## config.mk

```make
export PLATFORM = sky130hd
export DESIGN_NAME = regfile_writeback_queue
export DESIGN_NICKNAME = d
export VERILOG_FILES = /design/src/rtl/regfile_writeback_queue.sv
export SDC_FILE = /design/constraint.sdc
export NUM_CORES = 1
export LEC_CHECK = 0
export CORE_MARGIN = 1.5
export CORE_UTILIZATION = 56
export DETAILED_ROUTE_END_ITERATION = 16
export PLACE_DENSITY = 0.85
export SLEW_MARGIN = 20
export SYNTH_ARGS = -nofsm -noshare
export SYNTH_HDL_FRONTEND = slang
export SYNTH_SLANG_ARGS = --single-unit
```

## constraint.sdc

```tcl
create_clock -name clk -period 4.2 [get_ports clk]
set_clock_uncertainty 0.05 [all_clocks]
set_input_delay 0.84 -clock clk [delete_from_list [all_inputs] [get_ports clk]]
set_output_delay 0.84 -clock clk [all_outputs]
set_load 0.05 [all_outputs]
```

## src/rtl/regfile_writeback_queue.sv

```systemverilog
// Writeback queue in front of the 8x32 register file write port.
// Accepts memory and ALU results (memory is older), buffers them in order,
// drains one per cycle onto ds1/regWrite/wData and publishes a pending
// bitmap so the read side can stall on in-flight writes.
module regfile_writeback_queue #(
  parameter int DEPTH = 4,
  parameter int CW    = 3
) (
  input  logic          clk,
  input  logic          reset,
  input  logic          mem_valid,
  output logic          mem_ready,
  input  logic [2:0]    mem_dst,
  input  logic [31:0]   mem_data,
  input  logic          alu_valid,
  output logic          alu_ready,
  input  logic [2:0]    alu_dst,
  input  logic [31:0]   alu_data,
  input  logic          flush,
  output logic [2:0]    ds1,
  output logic          regWrite,
  output logic [31:0]   wData,
  output logic [7:0]    pending,
  output logic [CW-1:0] count
);

  localparam int PW = $clog2(DEPTH);
  localparam logic [CW-1:0] FULL = CW'(DEPTH);

  typedef struct packed {
    logic [2:0]  dst;
    logic [31:0] data;
  } wb_entry_t;

  wb_entry_t       fifo [DEPTH];
  logic [PW-1:0]   head, tail, alu_slot;
  logic [CW-1:0]   count_plus_mem;
  logic            mem_push, alu_push, pop;

  // Readies look only at the registered count; a same-cycle pop never makes room.
  assign count_plus_mem = count + CW'(mem_valid);
  assign mem_ready      = reset & ~flush & (count < FULL);
  assign alu_ready      = reset & ~flush & (count_plus_mem < FULL);
  assign mem_push       = mem_valid & mem_ready;
  assign alu_push       = alu_valid & alu_ready;
  assign pop            = ~flush & (count != '0);
  // Memory result is older, so it takes the tail and the ALU result follows it.
  assign alu_slot       = tail + PW'(mem_push);

  // Entry storage; contents are only meaningful under count, so no reset needed.
  always_ff @(posedge clk) begin
    if (mem_push) fifo[tail]     <= '{dst: mem_dst, data: mem_data};
    if (alu_push) fifo[alu_slot] <= '{dst: alu_dst, data: alu_data};
  end

  // Pointers, occupancy and the registered write-port outputs.
  always_ff @(posedge clk or negedge reset) begin
    if (!reset) begin
      head     <= '0;
      tail     <= '0;
      count    <= '0;
      regWrite <= 1'b0;
      ds1      <= '0;
      wData    <= '0;
    end else if (flush) begin
      head     <= '0;
      tail     <= '0;
      count    <= '0;
      regWrite <= 1'b0;
    end else begin
      if (pop) begin
        ds1   <= fifo[head].dst;
        wData <= fifo[head].data;
        head  <= head + PW'(1);
      end
      regWrite <= pop;
      tail     <= tail + PW'(mem_push) + PW'(alu_push);
      count    <= count + CW'(mem_push) + CW'(alu_push) - CW'(pop);
    end
  end

  // Pending bitmap: every occupied slot plus the write currently presented.
  always_comb begin
    logic [PW-1:0] off;
    pending = '0;
    off     = '0;
    for (int i = 0; i < DEPTH; i++) begin
      off = PW'(i) - head;
      if ({1'b0, off} < count) pending[fifo[i].dst] = 1'b1;
    end
    if (regWrite) pending[ds1] = 1'b1;
  end

endmodule

```

After elaboration in Yosys (flattened, before gate mapping)
Memories as Yosys holds them, arrays and structs flattened. A register that Yosys moved wholly into a read port is not among the register bits.
Cells that the tools add are included.

operators by class
  add/sub/neg operators = 11
  $lt $le $gt $ge = 16
  muxes and demuxes = 24
  bitwise gates (word level) = 11
  reductions and logical operators = 9

operator list
  cell                   number
  $mux W8                5
  $or A8 B8 Y8           4
  $lt A3 B4 Y1 const B   5
  $demux W1 S3           5
  $ge A3 B1 Y1 const B   5
  $lt A2 B3 Y1           4
  $mux W1                10
  $add A3 B1 Y3          3
  $and A1 B1 Y1          6
  $lt A3 B3 Y1 const B   2
  $mux W2                3
  $logic_and A1 B1 Y1    5
  $add A2 B1 Y2          2
  $sub A1 B2 Y2 const A  2
  $sub A2 B2 Y2 const A  2
  $mux W3                1
  $reduce_bool A3 Y1     1
  $sub A3 B1 Y3          1
  $add A2 B1 Y2 const B  1
  $reduce_and A2 Y1      1
  $reduce_bool A2 Y1     1
  $logic_not A1 Y1       1
  $not A1 Y1             1

storage, ports and cells
  flip-flop bits (word level) = 8
  memory bits (writable) = 140
  input bits = 75
  output and inout port bits = 49
  logic and storage cells = 76
  memories = 1

memory list
  memory  words  width  rd ports  clocked after memory_dff  wr ports  line  text
  fifo    4      35     5         1                         2         35    wb_entry_t fifo [DEPTH];

Depth between registers and ports, before layout
  depth after elaboration = 13
  depth in mapped cells = 12
  depth with buffers taken out = 9

Worst setup path after synthesis
OpenSTA, ideal clock, no wires.

  kind = input-to-reg
  from = input port flush
  to = memory fifo[2][0] (netlist bit), enable pin
  library setup time = 476 ps
  arrival = 4776 ps
  required time = 3674 ps
  slack = -1102 ps
  cell stages on the path = 7
  path buffers = 1
  path through = clkbuf_1 > nand2b_1 > nor2_1 > nand2_1 > inv_1 > nand2_1 > o21ai_0

RTL lines
  item                line  text
  start: declaration  19    input logic flush,
  end: declaration    35

Worst setup path after layout
  from = register count[1]
  to = output port pending[1]

between the ends
  word-level cells in the longest chain between the ends = 10
  elaborated cells on any way between the ends = 13
  those cells by class = 4 x order compare; 5 x mux; 4 x bitwise

ends and longest elaborated chain
  item                      line  text
  start: declaration        24    output logic [CW-1:0] count
  start signal: assignment  78    count <= count + CW'(mem_push) + CW'(alu_push) - CW'(pop);
  $lt A2 B3 Y1              89    if ({1'b0, off} < count) pending[fifo[i].dst] = 1'b1;
  $mux W8                   89
  $or A8 B8 Y8 (no line)    n/a
  $mux W8                   89
  $or A8 B8 Y8 (no line)    n/a
  $mux W8                   89
  $or A8 B8 Y8 (no line)    n/a
  $mux W8 (*)               89
  $or A8 B8 Y8 (no line)    n/a
  $mux W8 (*)               91    if (regWrite) pending[ds1] = 1'b1;
  end: declaration          23    output logic [7:0] pending,

Every way passes the cells marked *; elsewhere a longest branch is shown, timed or not.

==> flow_summary.toml <==
[run_status]
status = "complete, no violations"

[grt]
grt_pass1_wl_mm = 33.5
overflow = 0
use_met2_pct = 43.2
met3_usage_pct = 5.59
met1_usage_pct = 32.7
track_usage_pct = 25.5
grt_pass1_vias = 6048
top_usage_layer = "met2"
antenna_found_initial = 0
grt_max_degree = 46

[sta]
slew_viol_final = 0
setup_viol = 0
hold_violations = 0
timing.fmax_mhz = 252
post-route-period-util_pct = 94.4
rsz0062_at_grt = "false"
fin_tns_setup_ns = 0
tightest_slew_ns = 0.890
min_period_ns = 3.97
whs_ns = 0.458
relSlewSlack_pct = 40.5

[die]
die_w_um = 133
rows = 47
core-area_um2 = 16500
dieArea_um2 = 17600
io_pins = 124
initial_utilization_pct = 57.1
die_h_um = 133

[power]
powerDensity_nw_per_um2 = 611
seqPwrFrac_pct = 34.4
clockPowerShare_pct = 23.1
internal-power_uw = 4440
power.share.switching_pct = 37.0
peakVddDrop_mv = 0.356
switching_power_uw = 2610
power_leakage_uw = 0.00416
power_frac_comb_pct = 42.5

[detailed_routing]
viasPerCell = 6.07
drt.antenna.violating_nets = 0
routed_wl_mm = 21.3
vias = 5621
drt-initial-drc-count = 421
drc = 0
drt_pass1_iterations = 5
wl_per_cell_um = 23.0

[final_layout]
area_growth_pct = 22.7
multi_input_area_um2 = 3860
final_core_util_pct = 70.1
fillers = 1022
layout-drive-gt1-share_pct = 40.5
num-nets-final = 777
antenna_cells = 0
seqCellArea_um2 = 5280

[min_path]
hp-class = "reg2reg"
hold_path_depth = 1

[synth]
ys.flop_type = "edfxtp_1"
syn-cell-area_um2 = 9410
avgSynthCellArea_um2 = 16.9
synth_edf_count = 140
ys_seq_area_share_pct = 56.1
synth.net_count = 639
syn_inst = 555
synth_cell_types = 54
yosys_warnings = 0
synth-seq-cells = 183
synthArstFlopShare_pct = 23.5

[worst_setup_path]
cp-end-kind = "output pin"
worstPathRequired_ns = 3.31
crit_family = "buffers and inverters"
slowest_delay_ns = 0.80
worstSetupPathDepth = 7
cp_num_buf_inv = 2
critPathLaunchType = "flip-flop"
critical-path-slowest-cell = "clkdlybuf4s50_1"
arrival_ns = 3.08
reg2regPathDepth = 9
setup.worst_path.class = "reg2out"
path_max_fanout = 6
crit_path_cell_trace = "inv_1 -> ha_1 -> a21boi_0 -> o21ai_0 -> a31oi_1 -> nand4_1 -> clkdlybuf4s50_1"

[placement]
dpl.hpwl_mm = 14.0
io_buffers = 123
gp_congestion = 0.878

[clocking]
h-tree-depth = 4
clk_latency_ns = 0.43
cts_tree = "done"
cts_made_buffers = 17
clockBufferDepth = 2
cts_hold_buf = 0
cts_root_buf = "clkbuf_16"
clock_sinks = 183
clk_pin_slew_ns = 0.07

[flow_run]
maxCapViolations = 0
[synth_stat cells, types with 7 or more instances]
library cell  instances  area share (%)
nand2_1               9            0.36
nand2b_1              9            0.60
inv_1                13            0.52
mux4_2               35             8.4
edfxtp_1            140              45
mux2_2              117              14
nand3_1               8            0.43
nor2_1               17            0.68
buf_2                11            0.59
dfrtp_1              43              11
ha_1                  7            0.93
mux2_4               58             9.3
[metal layers]
layer  up-vias  routed length [um]
met1      2889                8650
met3        33                1280
met2       251               11000
li1       2448                   -
met5         -                   0
met4         0                 413
[registers in the layout, summed over array words and instances, names as in the netlist]
| signal | flops |
|---|---|
| fifo | 140 |
| wData | 32 |
| count | 3 |
| ds1 | 3 |
| head | 2 |
| tail | 2 |
| regWrite | 1 |
[layout make-up]
class                           instances  share of cell area (%)
Sequential cell                       183                    45.8
Multi-Input combinational cell        329                    33.5
Timing Repair Buffer                  149                    12.7
Clock buffer                           17                    3.69
Tap cell                              220                    2.39
Clock inverter                         15                    1.56
Inverter                               13                   0.423
[cell usage in the layout, fill, tap and decap left out, drive strengths merged, types with 3 or more instances in the layout]
cell type        n
xnor2            5
clkbuf          17
nor2            18
nand4            4
nand3            8
clkdlybuf4s50  116
mux4            35
buf             31
clkinvlp         4
a31oi            3
and3             3
nor2b            6
ha               7
nand2           10
dfrtp           43
edfxtp         140
nor3             4
inv             14
nand2b           9
xor2             3
mux2           175
clkinv           7
nand3b           6
bufinv           3
[power groups by stage]
| stage | registers (uW) | logic, uW | clock network [uW] |
|---|---|---|---|
| 3_5_place_dp | 2460 | 3000 | 0 |
| 5_1_grt | 2460 | 3150 | 1720 |
| 4_1_cts | 2430 | 3020 | 1650 |
| 2_1_floorplan | 3070 | 1410 | 0 |
| 6_report | 2420 | 3000 | 1630 |
| 3_3_place_gp | 2440 | 2940 | 0 |
[what timing repair did]
item                                    in CTS  in global routing
setup buffers                                0                  0
endpoints found under the setup margin       1                  1
resized for setup                            1                  1
cloned                                       0                  0
[metrics by stage]
| stage | instance area (um^2) | instances | setup slack [ns] | power, uW |
|---|---|---|---|---|
| floorplan | 9420 | 555 | 0.245 | 4480 |
| finish | 11500 | 926 | 0.233 | 7050 |
| global placement | 10900 | 892 | 0.459 | 5380 |
| detailed placement | 10900 | 893 | 0.352 | 5470 |
| CTS | 11500 | 925 | 0.0427 | 7090 |
| global route | 11500 | 926 | 0.129 | 7330 |
[logic make-up (layout without fill, tap and decap cells)]
family	Yosys count	in the layout	share of synthesized area, %
mux	211	211	31.9
flops	183	183	56.1
simple gates	79	79	4.79
buf+inv	43	194	3.26
compound gates	22	22	1.82
fa+ha+maj	9	9	1.36
xor+xnor	8	8	0.745
[worst register-to-register path, cell delays in order (launching register included)]
cell	delay, ns
dfrtp_1	0.62
nor2_2	0.10
nand2_1	0.21
inv_1	0.13
ha_1	0.21
xor2_1	0.35
nor2_1	0.09
nand2_2	0.39
buf_4	0.30
mux2_2	0.37
[path summary, 6_finish.rpt]
path | from | end | slack [ns]
max | count[1] | pending[1] | 0.23
min | wData[20] | wData[20] | 0.46
max reg2reg | count[2] | fifo[0][0] | 1.11
min reg2reg | wData[20] | wData[20] | 0.46
min in group asynchronous | reset | ds1[0] | 0.54
max in group asynchronous | reset | head[0] | 3.08
No activity file was read; power rests on OpenSTA's default activity.
